--- src/rtl/dmem_arbiter_pkg.sv ---
// Shared definitions for the data-memory arbiter: owner state, default
// starvation limit and the bundled memory request payload.
package dmem_arbiter_pkg;

  typedef enum logic {
    ST_CORE = 1'b0,
    ST_DBG  = 1'b1
  } owner_e;

  localparam int unsigned STARVE_LIMIT_DEF = 4;

  typedef struct packed {
    logic        wr;
    logic [3:0]  mask;
    logic [31:0] addr;
    logic [31:0] wdata;
  } mem_req_t;

endpackage

--- src/rtl/dmem_arbiter.sv ---
// Data-memory arbiter between the core load/store unit and a debug/loader
// port. The core normally wins; debug wins when the core is idle or when it
// has watched STARVE_LIMIT consecutive core grants go by.
module dmem_arbiter
  import dmem_arbiter_pkg::*;
#(
  parameter int unsigned STARVE_LIMIT = STARVE_LIMIT_DEF
) (
  input  logic        clk,
  input  logic        rst,
  input  logic        core_cs,
  input  logic        core_wr,
  input  logic [3:0]  core_mask,
  input  logic [31:0] core_addr,
  input  logic [31:0] core_wdata,
  output logic [31:0] core_rdata,
  output logic        core_stall,
  input  logic        dbg_req,
  input  logic        dbg_wr,
  input  logic [3:0]  dbg_mask,
  input  logic [31:0] dbg_addr,
  input  logic [31:0] dbg_wdata,
  output logic        dbg_gnt,
  output logic        dbg_rvalid,
  output logic [31:0] dbg_rdata,
  output logic        mem_cs,
  output logic        mem_wr,
  output logic [3:0]  mem_mask,
  output logic [31:0] mem_addr,
  output logic [31:0] mem_wdata,
  input  logic [31:0] mem_rdata
);

  localparam logic [3:0] LIMIT = 4'(STARVE_LIMIT);

  owner_e     state, state_nxt;
  logic [3:0] starve_cnt;
  logic       core_gnt;
  mem_req_t   core_r, dbg_r, gnt_r;

  // Debug wins when the core is idle or has used up its starvation budget.
  // The ST_DBG term only restates the idle-core case; it is kept so the
  // owner state is an explicit input of the decision.
  function automatic logic dbg_wins(input logic   req,
                                    input logic   cs,
                                    input logic [3:0] cnt,
                                    input owner_e st);
    return req && (!cs || (cnt == LIMIT) || (st == ST_DBG && !cs));
  endfunction

  assign core_r = '{wr: core_wr, mask: core_mask, addr: core_addr, wdata: core_wdata};
  assign dbg_r  = '{wr: dbg_wr,  mask: dbg_mask,  addr: dbg_addr,  wdata: dbg_wdata};

  assign dbg_gnt    = dbg_wins(dbg_req, core_cs, starve_cnt, state);
  assign core_gnt   = core_cs && !dbg_gnt;
  assign core_stall = core_cs && dbg_gnt;
  assign core_rdata = core_gnt ? mem_rdata : '0;

  // Memory port mux; everything drops to zero when nobody is granted.
  always_comb begin
    gnt_r = '0;
    if (dbg_gnt)       gnt_r = dbg_r;
    else if (core_gnt) gnt_r = core_r;
  end

  assign mem_cs    = dbg_gnt || core_gnt;
  assign mem_wr    = gnt_r.wr;
  assign mem_mask  = gnt_r.mask;
  assign mem_addr  = gnt_r.addr;
  assign mem_wdata = gnt_r.wdata;

  // Owner state register.
  always_ff @(posedge clk or negedge rst) begin
    if (!rst) state <= ST_CORE;
    else      state <= state_nxt;
  end

  // Owner follows the last grant; no grant keeps the previous owner.
  always_comb begin
    state_nxt = state;
    if (dbg_gnt)       state_nxt = ST_DBG;
    else if (core_gnt) state_nxt = ST_CORE;
  end

  // Count core grants that happened while debug was waiting.
  always_ff @(posedge clk or negedge rst) begin
    if (!rst)                                 starve_cnt <= '0;
    else if (dbg_gnt || !dbg_req)             starve_cnt <= '0;
    else if (core_gnt && starve_cnt != LIMIT) starve_cnt <= starve_cnt + 4'd1;
  end

  // Registered debug read response: one-cycle valid, data held until the next read.
  always_ff @(posedge clk or negedge rst) begin
    if (!rst) begin
      dbg_rvalid <= 1'b0;
      dbg_rdata  <= '0;
    end else begin
      dbg_rvalid <= dbg_gnt && !dbg_wr;
      if (dbg_gnt && !dbg_wr) dbg_rdata <= mem_rdata;
    end
  end

endmodule

--- config.mk ---
export PLATFORM = sky130hd
export DESIGN_NAME = dmem_arbiter
export DESIGN_NICKNAME = d
export VERILOG_FILES = /design/src/rtl/dmem_arbiter_pkg.sv /design/src/rtl/dmem_arbiter.sv
export SDC_FILE = /design/constraint.sdc
export NUM_CORES = 1
export LEC_CHECK = 0
export CAP_MARGIN = 30
export CORE_AREA = 2 2 119 121
export CTS_BUF_LIST = sky130_fd_sc_hd__clkbuf_8
export DETAILED_ROUTE_END_ITERATION = 8
export DIE_AREA = 0 0 121 123
export GPL_TIMING_DRIVEN = 1
export RECOVER_POWER = 25
export SYNTH_ARGS = -nofsm -noshare
export SYNTH_HDL_FRONTEND = slang
export SYNTH_SLANG_ARGS = --single-unit
--- constraint.sdc ---
create_clock -name clk -period 2.1 [get_ports clk]
set_input_delay 0.42 -clock clk [delete_from_list [all_inputs] [get_ports clk]]
set_output_delay 0.42 -clock clk [all_outputs]
set_load 0.05 [all_outputs]
Word level (Yosys, flattened, before mapping) --
Index checks and enable logic that the tools add are counted.
Storage, ports and cells: output and inout bits 137, bits of input ports 174, register bits after elaboration 38
Cells by class: add/subtract/negate cells 1, muxes and demuxes 7, equality and inequality tests 2, reductions and logical operators 16
Operator list (number):
- two-way mux 69 bit | 2
- two-way mux 32 bit | 1
- two-way mux 4 bit | 2
- logical AND 1 bit | 6
- adder 4 x 1 -> 4 bit, second input constant | 1
- == test 4 x 3 -> 1 bit, second input constant | 1
- zero test 1 bit | 4
- logical OR 1 bit | 4
- inequality test 4 x 3 -> 1 bit, second input constant | 1
- nonzero test 2 bit | 2
- two-way mux 1 bit | 2

Logic depth before layout (Yosys ltp) --
word-level depth 9, depth in mapped cells 7, mapped depth without buffers 5

Worst setup path before layout --
Ideal clock, no wire load.
path kind register to output, from reg starve_cnt[0], to out mem_addr[17], arrival time 2220 ps, data required time 1680 ps, stages on the path, launching flop included 7, path buffers 1, path slack -540 ps, path through dfrtp_1 > inv_1 > ha_1 > nand3b_4 > a21boi_2 > buf_2 > o21ai_0
On the way: longest elaborated chain between the ends 8
Ends and longest elaborated chain:
- from (decl) | line dmem_arbiter.sv:37 | logic [3:0] starve_cnt;
- from (signal assigned) | line dmem_arbiter.sv:89 | else if (core_gnt && starve_cnt != LIMIT) starve_cnt <= starve_cnt + 4'd1;
- == test 4 x 3 -> 1 bit (*) | line dmem_arbiter.sv:48 | return req && (!cs || (cnt == LIMIT) || (st == ST_DBG && !cs));
- logical OR 1 bit (*) (2 in series) | line dmem_arbiter.sv:48
- logical AND 1 bit (*) | line dmem_arbiter.sv:48
- named net dbg_gnt | line dmem_arbiter.sv:23 | output logic dbg_gnt,
- zero test 1 bit | line dmem_arbiter.sv:55 | assign core_gnt = core_cs && !dbg_gnt;
- logical AND 1 bit | line dmem_arbiter.sv:55
- two-way mux 69 bit | line dmem_arbiter.sv:63 | else if (core_gnt) gnt_r = core_r;
- two-way mux 69 bit (*) | line dmem_arbiter.sv:62 | if (dbg_gnt) gnt_r = dbg_r;
- to (decl) | line dmem_arbiter.sv:29 | output logic [31:0] mem_addr,
Mark *: on every way through the listed nets, which the timed path passes. The rest lies on a longest branch.

Worst setup path in the final report --
from reg starve_cnt[1], to out mem_wdata[6]
On the way: longest elaborated chain between the ends 8
Ends and longest elaborated chain:
- == test 4 x 3 -> 1 bit (*) | line dmem_arbiter.sv:48
- logical OR 1 bit (*) (2 in series) | line dmem_arbiter.sv:48
- logical AND 1 bit (*) | line dmem_arbiter.sv:48
- zero test 1 bit | line dmem_arbiter.sv:55
- logical AND 1 bit | line dmem_arbiter.sv:55
- two-way mux 69 bit | line dmem_arbiter.sv:63
- two-way mux 69 bit (*) | line dmem_arbiter.sv:62
- to (decl) | line dmem_arbiter.sv:30 | output logic [31:0] mem_wdata,
Mark *: on every way between the ends. The rest lies on a longest branch, timed or not.

==> run_results.csv <==
group,metric,value,unit
floorplan,ios,311,
critical_path,critPathBufInv,4,
critical_path,critPathSlowestCell,"dfrtp_1",
synth,netlist_instances,374,
cts,clkTransAtPathRegs,80,ps
grt,track_usage,0.196,
drt,routed_wirelength,16600,um
synth,async_flop_share,1.00,
grt,antenna_found_initial,1,
floorplan,core_area,13600,um^2
cts,cts_tree,"done",
critical_path,endpoint_kind,"primary output",
synth,synth-seq-area-share,0.309,
place,port_buffers,310,
synth,synth_top_area_share,0.309,
timing,slew_headroom,0.156,
cts,clock_latency,290,ps
synth,avgSynthCellArea,8.00,um^2
cts,cts.sinks,37,
critical_path,cp_data_required_time,1680,ps
drt,vias_per_cell,4.88,
place,dp.cells,843,
status,failed_checks,"setup timing",
critical_path,critical_path.cell_chain,"inv_2, ha_4, and3b_4, buf_4, buf_12, o211ai_1, o21ai_2, buf_12",
grt,grt_pass1_wl,23000,um
timing,hold_viol,0,
timing,layout_worst_path_cycle_share,1.11,
timing,finClkSkew,6.24,ps
synth,ys.flop_type,"dfrtp_1",
flow_run,maxCapViolations,0,
cells_and_area,fin_util,0.571,
cells_and_area,fin_area,7770,um^2
floorplan,initial_core_util,0.220,
synth,synth_cell_types,27,
critical_path,path_class,"register to primary output",
timing,max_freq,430,MHz
critical_path,critPathTopFamily,"buffers and inverters",
synth,yosysWarnings,0,
critical_path,crit_top_cell,"buf_12",
synth,yosys_register_bits,37,
cells_and_area,area_growth,160,%
cts,cts_buffer_depth,2,
cells_and_area,drive_above_1_share,0.424,
drt,via_count,4237,
drt,first_pass_iters,4,
timing,grt_setup_unrepaired,"true",
timing,slew_violations,0,
grt,grt_remaining_overflow,0,
worst_hold_path,hold_path_class,"input pin to async pin",
critical_path,slowest_delay,370,ps
critical_path,critPathLaunchType,"register",
timing,finalSetupTns,-15990,ps
place,gp_congestion,0.813,
timing,timing.hold.ws,379,ps
critical_path,arrival,1910,ps
place,dpl.hpwl,11800,um
floorplan,dieArea,14900,um^2
synth,synth_area_leaders,"dfrtp_1 (31%), o211ai_1 (17%), o21ai_0 (12%)",
grt,grt_max_degree,69,
drt,first_iter_violations,153,
timing,fin_ws,-228,ps
floorplan,rows,43,
cts,cts_buffers,5,
drt,ant_nets,0,
drt,drc,0,
synth,netlist_area,2990,um^2
cells_and_area,instances_no_fill,868,
cells_and_area,diodes,0,
status,status,"finished, violations left",
place,post-place-ws,-22.5,ps
floorplan,die_w,121,um
power,power.total,4.00,mW
grt,first_global_vias,4333,
place,placed_area,7060,um^2
synth,synth_top_cells_by_count,"nand2_1 (69), o211ai_1 (69), o21ai_0 (69)",
power,power_density,516,nW/um^2
synth,synth_edf_count,0,
critical_path,critPathMaxFanout,7,
cts,cts.htree.levels,2,
power,leakagePower,3.14,nW
timing,tightest_slew,1270,ps
timing,setup_viol,102,
drt,wire_per_inst,19.1,um
synth,yosys.area.top_type,"dfrtp_1",
timing,fin_crit,2330,ps
synth,synth_nets,550,
cells_and_area,final_nets,863,
power,vdd_drop_max,565,uV
cts,root_buffer,"clkbuf_8",
floorplan,die_y,123,um
==> routing by layer <==
metal  part of all wire  global-route usage  vias to the layer above  wire [um]
met1               0.36               0.218                     2014       6010
met4              0.028              0.0749                        2        469
met3               0.10              0.0650                       27       1660
li1                   -                   -                     1977          -
met5            0.00078                   0                        -         13
met2               0.51               0.346                      217       8470
==> cell type report <==
type                            count  area [um^2]
Clock buffer                        6         82.6
Tap cell                          180          225
Fill cell                        1223         5850
Clock inverter                      2         13.8
Multi-Input combinational cell    289         2210
Inverter                            4         15.0
Timing Repair Buffer              350         4290
Sequential cell                    37          926
==> cells in the final DEF, fill, tap and decap left out, types with 3 or more instances in the layout <==
master / count
buf_12: 68
nor2_1: 4
clkbuf_16: 6
o21ai_2: 69
nand2_1: 69
mux2_1: 5
clkdlybuf4s50_1: 203
buf_6: 50
o211ai_1: 69
buf_4: 17
and2_4: 32
clkbuf_8: 6
dfrtp_1: 37
mux2_2: 27
inv_2: 3
==> cells by family (layout without fill, tap and decap cells) <==
family,Yosys count,in the layout,synth area share
compound gates,141,141,0.301
mux,32,32,0.120
fa+ha+maj,2,2,0.00836
xor+xnor,2,2,0.00586
buf+inv,48,362,0.0774
simple gates,112,112,0.178
flops,37,37,0.309
==> report_power, final <==
group / leakage, nW / switching [mW] / internal (mW) / total [mW]
Sequential: 0.447 / 0.0641 / 0.831 / 0.895
Combinational: 2.65 / 1.44 / 1.14 / 2.58
Clock: 0.0512 / 0.264 / 0.266 / 0.530
Total: 3.14 / 1.77 / 2.23 / 4.00
==> registers in the layout, indices dropped and copies added, names as in the netlist <==
register	cells
starve_cnt	4
dbg_rdata	32
dbg_rvalid	1
==> path summary, 6_finish.rpt <==
check                                               start                        end  slack [ps]  cells after the start
worst max register to register  starve_cnt[1]$_DFFE_PN0P_  dbg_rdata[11]$_DFFE_PN0P_         360                      7
worst min-delay path                                  rst  dbg_rdata[16]$_DFFE_PN0P_         380                      1
worst max-delay path            starve_cnt[1]$_DFFE_PN0P_               mem_wdata[6]        -230                      8
worst min register to register   dbg_rdata[5]$_DFFE_PN0P_   dbg_rdata[5]$_DFFE_PN0P_         490                      1
min in group clk                 dbg_rdata[5]$_DFFE_PN0P_   dbg_rdata[5]$_DFFE_PN0P_         490                      1
max in group asynchronous                             rst   dbg_rdata[1]$_DFFE_PN0P_         760                      2
==> timing repair <==
action | in CTS | in global routing
cloned | 3 | 7
pin swaps | 1 | 33
resized for setup | 47 | 58
endpoints found under the setup margin | 103 | 103
hold buffers | 0 | 0
buffers inserted | 5 | 4
(Power assumes the default switching activity.)
